<file path="src/rtl/mem_port_arbiter.sv">
// rtl/mem_port_arbiter.sv - fetch/data arbiter onto one single-ported memory
// Round-robin on ties, one outstanding transaction, watchdog abort on hung memory.
module mem_port_arbiter #(
   parameter int unsigned TIMEOUT  = 16,
   parameter logic [31:0] ERR_DATA = 32'h0000_0000
) (
   input  logic        clk,
   input  logic        rst,
   input  logic        if_req,
   input  logic [31:0] if_addr,
   output logic [31:0] if_rdata,
   output logic        if_ack,
   input  logic        d_req,
   input  logic        d_we,
   input  logic [31:0] d_addr,
   input  logic [31:0] d_wdata,
   input  logic [3:0]  d_wstrb,
   output logic [31:0] d_rdata,
   output logic        d_ack,
   output logic        mem_req,
   output logic        mem_we,
   output logic [31:0] mem_addr,
   output logic [31:0] mem_wdata,
   output logic [3:0]  mem_wstrb,
   input  logic [31:0] mem_rdata,
   input  logic        mem_ready,
   output logic        stall,
   output logic        err,
   output logic        err_src
);

   localparam int CW = (TIMEOUT < 2) ? 1 : $clog2(TIMEOUT);
   localparam logic [CW-1:0] CNT_LAST = CW'(TIMEOUT - 1);

   typedef enum logic [1:0] {IDLE, BUSY, DONE} state_t;

   state_t        state, state_next;
   logic          owner;        // 0 = fetch, 1 = data
   logic          last_grant;
   logic          grant;
   logic          grant_d;
   logic          complete;
   logic          expire;
   logic [CW-1:0] cnt;

   always_ff @(posedge clk) begin
      if (rst) state <= IDLE;
      else     state <= state_next;
   end

   always_comb begin
      state_next = state;
      grant      = 1'b0;
      grant_d    = 1'b0;
      complete   = 1'b0;
      expire     = 1'b0;
      case (state)
         IDLE: begin
            if (if_req | d_req) begin
               grant      = 1'b1;
               // on a tie, data wins unless data was the last one served
               grant_d    = d_req & (~if_req | ~last_grant);
               state_next = BUSY;
            end
         end
         BUSY: begin
            if (mem_ready) begin
               complete   = 1'b1;
               state_next = DONE;
            end else if (TIMEOUT != 0 && cnt == CNT_LAST) begin
               expire     = 1'b1;
               state_next = DONE;
            end
         end
         DONE:    state_next = IDLE;
         default: state_next = IDLE;
      endcase
   end

   always_ff @(posedge clk) begin
      if (rst) begin
         owner      <= 1'b0;
         last_grant <= 1'b0;
         cnt        <= '0;
         mem_req    <= 1'b0;
         mem_we     <= 1'b0;
         mem_addr   <= '0;
         mem_wdata  <= '0;
         mem_wstrb  <= '0;
         if_rdata   <= '0;
         d_rdata    <= '0;
         if_ack     <= 1'b0;
         d_ack      <= 1'b0;
         err        <= 1'b0;
         err_src    <= 1'b0;
      end else begin
         if_ack <= 1'b0;
         d_ack  <= 1'b0;
         err    <= 1'b0;
         if (grant) begin
            owner      <= grant_d;
            last_grant <= grant_d;
            cnt        <= '0;
            mem_req    <= 1'b1;
            mem_we     <= grant_d & d_we;
            mem_addr   <= grant_d ? d_addr  : if_addr;
            mem_wdata  <= grant_d ? d_wdata : 32'h0;
            mem_wstrb  <= grant_d ? d_wstrb : 4'h0;
         end
         if (state == BUSY) cnt <= cnt + CW'(1);
         if (state == DONE) cnt <= '0;
         if (complete || expire) begin
            mem_req <= 1'b0;
            if (owner) begin
               d_rdata <= complete ? mem_rdata : ERR_DATA;
               d_ack   <= 1'b1;
            end else begin
               if_rdata <= complete ? mem_rdata : ERR_DATA;
               if_ack   <= 1'b1;
            end
            if (expire) begin
               err     <= 1'b1;
               err_src <= owner;
            end
         end
      end
   end

   assign stall = (if_req & ~if_ack) | (d_req & ~d_ack);

endmodule

</file>
<file path="config.mk">
export PLATFORM = sky130hd
export DESIGN_NAME = mem_port_arbiter
export DESIGN_NICKNAME = d
export VERILOG_FILES = /design/src/rtl/mem_port_arbiter.sv
export SDC_FILE = /design/constraint.sdc
export NUM_CORES = 1
export LEC_CHECK = 0
export CORE_ASPECT_RATIO = 0.5
export CORE_MARGIN = 2
export CORE_UTILIZATION = 40
export DETAILED_ROUTE_END_ITERATION = 8
export PLACE_DENSITY = 0.88
export SYNTH_ARGS = -nofsm -noshare
export SYNTH_HDL_FRONTEND = slang
export SYNTH_SLANG_ARGS = --single-unit
</file>
<file path="constraint.sdc">
create_clock -name clk -period 2.2 [get_ports clk]
set_input_delay 0.44 -clock clk [delete_from_list [all_inputs] [get_ports clk]]
set_output_delay 0.44 -clock clk [all_outputs]
set_load 0.005 [all_outputs]
</file>
-- After elaboration in Yosys (flattened, before gate mapping)
Index checks and enable logic that the tools add are counted.
- $add $sub $neg: 1
- multipliers: 0
- div/mod/pow operators: 0
- order comparisons: 0
- equal/unequal tests: 5
- shift operators: 0
- muxes and demuxes: 22
- bitwise gates (word level): 12
- reductions and logical operators: 10
- operators by type and width (cell ; count):
    32-bit two-way mux ; 3
    1-bit two-way mux ; 12
    4-bit two-way mux ; 3
    2-bit AND reduction ; 4
    2-bit two-way mux ; 3
    2-bit OR reduction ; 3
    1-bit inverter ; 5
    4-bit by 1-bit adder with 4-bit output, second input constant ; 1
    1-bit bitwise AND ; 4
    4-bit equality test, second input constant ; 1
    2-bit one-hot mux with 2 select lines ; 1
    3-bit != test, second input constant ; 1
    1-bit OR ; 3
    2-bit by 1-bit equality test with 1-bit output, second input constant ; 1
    2-bit equality test, second input constant ; 1
    2-bit zero test ; 1
    2-bit != test, second input constant ; 1
    2-bit nonzero test ; 1
    1-bit logical OR ; 1
- bits in registers: 145
- latch bits: 0
- RAM bits: 0
- ROM bits: 0
- input port bits: 138
- word-level logic and storage cells: 64
- memories kept: 0

-- Longest topological paths before layout
Gate-level depths: netlist (run 1).
- word-level depth: 7
- gate-level depth with buffers: 6

-- Worst setup path before layout (run 1)
No wires, ideal clock.
- path type: register to register
- start point: register cnt[0]
- end point: register d_rdata[0]
- data arrival time: 1.438 ns
- data required time: 2.130 ns
- path slack: 0.692 ns
- stages on the path, launching flop included: 7
- path buffers: 2
- clock period less this slack: 1.508 ns
- cells stage by stage: dfxtp_1 -> ha_1 -> a31oi_2 -> buf_2 -> clkbuf_1 -> o21ai_0 -> a21oi_1
- longest elaborated chain between the ends: 6
- RTL lines (element ; RTL line ; source):
    start: declaration ; 44 ; logic [CW-1:0] cnt;
    start signal: assignment ; 110 ; if (state == BUSY) cnt <= cnt + CW'(1);
    4-bit equality test ; 70 ; end else if (TIMEOUT != 0 && cnt == CNT_LAST) begin
    1-bit two-way mux ; 70 ;
    1-bit two-way mux ; 67 ; if (mem_ready) begin
    1-bit two-way mux ; 57 ; case (state)
    1-bit logical OR ; 112 ; if (complete || expire) begin
    2-bit AND reduction (no source line) ; - ;
    end signal: assignment ; 115 ; d_rdata <= complete ? mem_rdata : ERR_DATA;
    end: declaration ; 18 ; output logic [31:0] d_rdata,
Every way passes these cells.
A chain may end at the register's enable or synchronous reset.

-- Worst setup path in the final report (run 1)
- start point: input if_req
- end point: output stall
- longest elaborated chain between the ends: 2
- RTL lines (element ; RTL line ; source):
    start: declaration ; 9 ; input logic if_req,
    1-bit bitwise AND ; 129 ; assign stall = (if_req & ~if_ack) | (d_req & ~d_ack);
    1-bit OR ; 129 ;
    end: declaration ; 27 ; output logic stall,
Every way passes these cells.

==> results.tsv, run 1 <==
stage	metric	value	unit
setup_path	crit_arrival	1.70	ns
grt	grt_max_degree	65	
setup_path	cpMostUsedCell	clkdlybuf4s50_1	
yosys	yosys.cell_types.count	36	
final_layout	antenna_cells	0	
yosys	seq_area_frac_synth	52.42	%
grt	track_usage	24.84	%
drt	drt-pass1-iter-count	5	
timing	relSlewSlack	55.15	%
hold_path	hold_class	input port to flip-flop	
placement	place_hpwl	12920	um
die	initial_core_util	40.87	%
clocking	cts_root_buffer	clkbuf_16	
clocking	clk_latency	0.41	ns
timing	finalCritPeriodShare	97.19	%
yosys	syn_nets	764	
clocking	post_cts_buffers	0	
grt	grt_pass1_vias	5732	
final_layout	nets	1015	
yosys	synth-seq-cells	145	
timing	skew	0.01318	ns
setup_path	cpMaxStageDelayCell	clkdlybuf4s50_1	
timing	fin_tns_setup	0	ns
clocking	cts_tree	yes	
timing	setup_viol_count_final	0	
setup_path	start_kind	input port	
setup_path	crit_path_end_kind	primary output	
grt	grt.overflow.total	0	
placement	postPlaceCellArea	8497	sq um
die	die_w	170.4	um
setup_path	slowest_delay	0.52	ns
timing	hold_viol	0	
die	fp-row-count	30	
pwr	power_density	777.6	nW/um^2
final_layout	fillers	1039	
yosys	ys.flop_type	dfxtp_1	
run	cap_violations	0	
die	dieArea	14860	sq um
yosys	netlist_instances	625	
final_layout	design_area	9082	sq um
yosys	synth_edf_count	0	
final_layout	layout_commonest_cell	clkdlybuf4s50_1	
setup_path	crit_family	buffers and inverters	
grt	antenna_found_initial	0	
timing	worstMarginPinSlew	0.6728	ns
run_status	status	complete, no violations	
drt	wl_per_cell	17.50	um
final_layout	seqCellArea	2903	sq um
clocking	clock_sinks	145	
drt	drcViolationCount	0	
die	die_y	87.20	um
clocking	clockBufferDepth	2	
yosys	async_reset_ff_share	0	%
timing	rsz0062_at_grt	false	
setup_path	critical_path_class	input port to primary output	
pwr	p_leak	0.003223	uW
clocking	cts_buffers	17	
die	core	13550	sq um
grt	grt_pass1_wl	29390	um
yosys	syn_area	5538	sq um
final_layout	areaGrowthSynthToFinish	64.01	%
yosys	synth.avg_cell_area	8.860	sq um
drt	ant_nets	0	
drt	routed-via-count	5836	
setup_path	required	1.76	ns
timing	maxSlewViolCount	0	
timing	final.min_clock_period	2.138	ns
setup_path	crit_buf_inv	3	
clocking	cts_resized	0	
drt	wirelength	18920	um
final_layout	drive_gt1_share	7.537	%
placement	place_congestion	0.8122	
drt	dr.first_iter.drc_count	477	
final_layout	multi_input_area	2345	sq um
timing	max_freq	467.7	MHz
setup_path	path_cells	clkdlybuf4s50_1 -> inv_1 -> o22ai_1 -> clkdlybuf4s50_1	
timing	hold_ws	0.3179	ns
drt	via_per_inst	5.399	
die	ioPinCount	277	
final_layout	layout_common_cells	clkdlybuf4s50_1, dfxtp_1, a21oi_1	
pwr	max-vdd-ir-drop	0.5746	mV
placement	io_buffers	276	
setup_path	path_max_fanout	3	
clocking	htree_levels	4	
clocking	cts_hold_buffers	0	
clocking	clk_transition_reported_paths	0.06	ns
yosys	yosysWarnings	0	
==> per-stage QoR <==
stage,std cells,setup WS [ns],total power (uW),util [%]
floorplan,625,0.6917,3465,-
global placement,1049,0.07687,4211,62.71
detailed placement,1049,0.07797,4248,62.71
CTS,1081,0.07350,7096,67.03
global route,1081,0.02497,7354,67.03
finish,1081,0.06193,7063,67.03
==> kinds of logic (layout without fill, tap and decap cells) <==
family / after synthesis / after routing / synth area share [%]
buf+inv: 72 / 336 / 5.716
mux: 1 / 1 / 0.2033
compound gates: 247 / 247 / 27.86
flops: 145 / 145 / 52.42
fa+ha+maj: 1 / 1 / 0.2259
simple gates: 159 / 159 / 13.58
==> layer usage <==
metal	vias to the layer above	GRT usage, %	part of all wire, %
li1	2789	-	-
met1	2803	29.88	41
met4	0	9.324	2.4
met3	35	5.225	4.9
met2	209	44.31	52
met5	-	0	0
==> report_power, final <==
part | total, uW | switching (uW) | leakage (uW) | internal, uW
clock | 2860 | 1230 | 0.000282 | 1630
combinational | 1300 | 580 | 0.00176 | 723
sequential | 2900 | 95.5 | 0.00118 | 2800
total | 7060 | 1910 | 0.00322 | 5160
==> worst register-to-register path: cells and delay by family, from the launching register on <==
family / cells / cell delay, ns
adders and majority gates: 1 / 0.26
DFF: 1 / 0.33
buffers and inverters: 1 / 0.40
AOI/OAI and AO/OA: 3 / 0.58
==> synthesized netlist by cell type, types with 2 or more instances <==
master	instances	area (sq um)
inv_1	5	18.77
or3_1	2	12.51
nor2_1	4	15.01
nor3_1	3	15.01
nand2_1	66	247.7
or3b_2	2	17.52
nor4_1	2	12.51
clkbuf_1	37	138.9
a22o_1	38	332.8
o21ai_0	64	320.3
a21oi_1	101	505.5
nand3_1	70	350.3
buf_2	28	140.1
dfxtp_1	145	2903
nand3b_1	2	15.01
a31oi_1	3	18.77
a311oi_1	33	289.0
or4b_1	2	20.02
==> final timing paths <==
kind	start	to	slack (ns)	cells after the start
setup / recovery	if_req	stall	0.06	4
hold / removal	mem_ready	err	0.32	2
setup reg to reg	cnt[0]	d_rdata[24]	0.55	5
hold reg to reg	mem_wdata[12]	mem_wdata[12]	0.47	1
==> sequential cells by signal (all words and copies together), names as in the netlist <==
| name | count |
|---|---|
| cnt | 4 |
| d_ack | 1 |
| d_rdata | 32 |
| err | 1 |
| err_src | 1 |
| if_ack | 1 |
| if_rdata | 32 |
| last_grant | 1 |
| mem_addr | 32 |
| mem_req | 1 |
| mem_wdata | 32 |
| mem_we | 1 |
| mem_wstrb | 4 |
| state | 2 |
==> final cells by class <==
cell class	instances	area share (%)
clock inverters	14	1.612
clock buffers	18	4.835
well taps	192	2.645
flip-flops and latches	145	31.96
inverters	5	0.2066
multi-input cells	408	25.82
repair buffers	299	32.92
Note: power is estimated with default switching activity, not from simulation.
==> run 2: changes to the inputs <==
--- a/config.mk
+++ b/config.mk
@@ -6,10 +6,11 @@
 export NUM_CORES = 1
 export LEC_CHECK = 0
 export CORE_ASPECT_RATIO = 0.5
-export CORE_MARGIN = 2
+export CORE_MARGIN = 1
 export CORE_UTILIZATION = 40
 export DETAILED_ROUTE_END_ITERATION = 8
 export PLACE_DENSITY = 0.88
+export SKIP_CTS_REPAIR_TIMING = 1
 export SYNTH_ARGS = -nofsm -noshare
 export SYNTH_HDL_FRONTEND = slang
 export SYNTH_SLANG_ARGS = --single-unit
==> results.tsv, run 2 (synthesized netlist as in run 1, its figures left out) <==
stage	metric	value	unit	change
placement	place_ws	-0.06847	ns	-0.1464 ns
clocking	cts_buffers	17		unchanged
clocking	clock_sinks	145		unchanged
timing	max_freq	469.6	MHz	+0.41%
setup_path	start_kind	input port		
final_layout	instances_no_fill	1054		-2.5%
clocking	htree_levels	4		unchanged
clocking	cts_tree	yes		
setup_path	path_max_fanout	3		unchanged
pwr	p_leak	0.003228	uW	+0.15%
setup_path	required	1.76	ns	about the same
die	core	13060	sq um	-3.6%
setup_path	r2r_start	state[1]		
grt	grt_pass1_vias	5732		unchanged
die	dieArea	14350	sq um	-3.4%
timing	hold_ws	0.4049	ns	+0.08699 ns
run	cap_violations	0		unchanged
pwr	power_density	783.1	nW/um^2	+0.70%
setup_path	r2r_end	d_rdata[18]		
timing	final.min_clock_period	2.129	ns	-0.008711 ns
placement	dp.cells	1022		-2.6%
setup_path	slowest_delay	0.52	ns	about the same
hold_path	hold_class	input port to flip-flop		
placement	place_congestion	0.7852		-3.3%
pwr	fin_total_pwr	7078	uW	+0.22%
final_layout	layout_common_cells	clkdlybuf4s50_1, dfxtp_1, a21oi_1		
timing	setup_viol_count_final	0		unchanged
setup_path	cpMaxStageDelayCell	clkdlybuf4s50_1		
die	die_y	85.20	um	-2.3%
drt	drcViolationCount	0		unchanged
drt	wl_per_cell	17.66	um	+0.88%
setup_path	cpMostUsedCell	clkdlybuf4s50_1		
setup_path	crit_buf_inv	3		unchanged
setup_path	reg2reg_slack	0.19	ns	-0.36 ns
grt	antenna_found_initial	0		unchanged
pwr	max-vdd-ir-drop	0.4784	mV	-17%
timing	worstMarginPinSlew	1.270	ns	+0.5969 ns
drt	routed-via-count	5810		-0.45%
grt	grt_max_degree	62		-4.6%
timing	finalCritPeriodShare	96.79	%	-0.40 points
setup_path	crit_family	buffers and inverters		
setup_path	critical_path_class	input port to primary output		
drt	wirelength	18610	um	-1.6%
drt	dr.first_iter.drc_count	479		+0.42%
setup_path	crit_arrival	1.69	ns	about the same
hold_path	worstHoldStart	rst		
clocking	clk_latency	0.41	ns	about the same
die	initial_core_util	42.39	%	+1.5 points
placement	io_buffers	276		unchanged
drt	via_per_inst	5.512		+2.1%
hold_path	min_to	if_rdata[22]		
timing	fin_ws	0.07064	ns	+0.008711 ns
drt	drt-pass1-iter-count	4		-1
placement	place_hpwl	12770	um	-1.2%
grt	track_usage	25.75	%	+0.92 points
timing	relSlewSlack	15.35	%	-40 points
final_layout	areaGrowthSynthToFinish	63.22	%	
setup_path	crit_start	if_req		
run_status	status	complete, no violations		
timing	skew	0.01449	ns	+0.001310 ns
die	ioPinCount	277		unchanged
hold_path	timing.hold.worst_path_depth	2		unchanged
clocking	clockBufferDepth	2		unchanged
clocking	clk_transition_reported_paths	0.06	ns	about the same
grt	grt.overflow.total	0		unchanged
setup_path	reg2reg_depth	3		-2
final_layout	drive_gt1_share	7.014	%	-0.52 points
die	die_w	168.4	um	-1.2%
timing	maxSlewViolCount	0		unchanged
die	fp-row-count	29		-3.3%
setup_path	path_cells	clkdlybuf4s50_1 -> inv_1 -> o22ai_1 -> clkdlybuf4s50_1		
final_layout	nets	1010		-0.49%
drt	ant_nets	0		unchanged
final_layout	layout_commonest_cell	clkdlybuf4s50_1		
timing	hold_viol	0		unchanged
grt	grt_pass1_wl	29300	um	-0.31%
clocking	cts_root_buffer	clkbuf_16		
setup_path	crit_path_end_kind	primary output		
setup_path	cp.depth	4		unchanged
timing	rsz0062_at_grt	false		
final_layout	antenna_cells	0		unchanged
-- run 2: cell count changes in the layout (fill, tap and decap cells not counted), sizes merged --
cell and change:
buf -5, clkinvlp -2, clkbuf +1, clkinv -1
inv +2, dlymetal6s2s +1, clkdlybuf4s50 -1
-- run 2: final cells by class --
class / count / area, sq um
repair buffers: 294 / 2968
clock buffers: 19 / 452.9
inverters: 5 / 18.77
well taps: 170 / 212.7
clock inverters: 13 / 138.9
multi-input cells: 408 / 2345
flip-flops and latches: 145 / 2903
fillers: 1013 / 4024
-- run 2: power by group --
part / total, uW / leakage (uW) / switching (uW) / internal (uW)
Clock: 2880 / 0.000295 / 1220 / 1670
Combinational: 1290 / 0.00175 / 572 / 721
Sequential: 2900 / 0.00118 / 99.2 / 2800
Total: 7080 / 0.00323 / 1890 / 5190
-- run 2: per-layer routing --
metal / global-route usage, % / part of all wire (%)
met5: 0 / 0
met4: 13.31 / 3.6
met3: 5.877 / 5.9
met2: 45.53 / 51
met1: 29.54 / 40
-- run 2: worst max path at each step --
stage / to / slack [ns]
5_1_grt: stall / 0.03
4_1_cts: stall / 0.01
6_report: stall / 0.07
3_3_place_gp: stall / 0.04
3_5_place_dp: mem_addr[6] / -0.07
2_1_floorplan: d_rdata[0] / 0.69
-- run 2: worst register-to-register path, stage by stage (launching register included) --
cell     delay [ns]
dfxtp_1        0.41
and3b_1        1.10
nand3_1        0.22
a21oi_1        0.20
-- run 2: through the flow --
stage / setup TNS, ns / utilization (%) / instance area, sq um
global placement: 0 / 64.65 / 8444
floorplan: 0 / - / 5538
global route: 0 / 69.20 / 9039
finish: 0 / 69.20 / 9039
detailed placement: -0.2183 / 64.65 / 8444
CTS: 0 / 69.18 / 9036
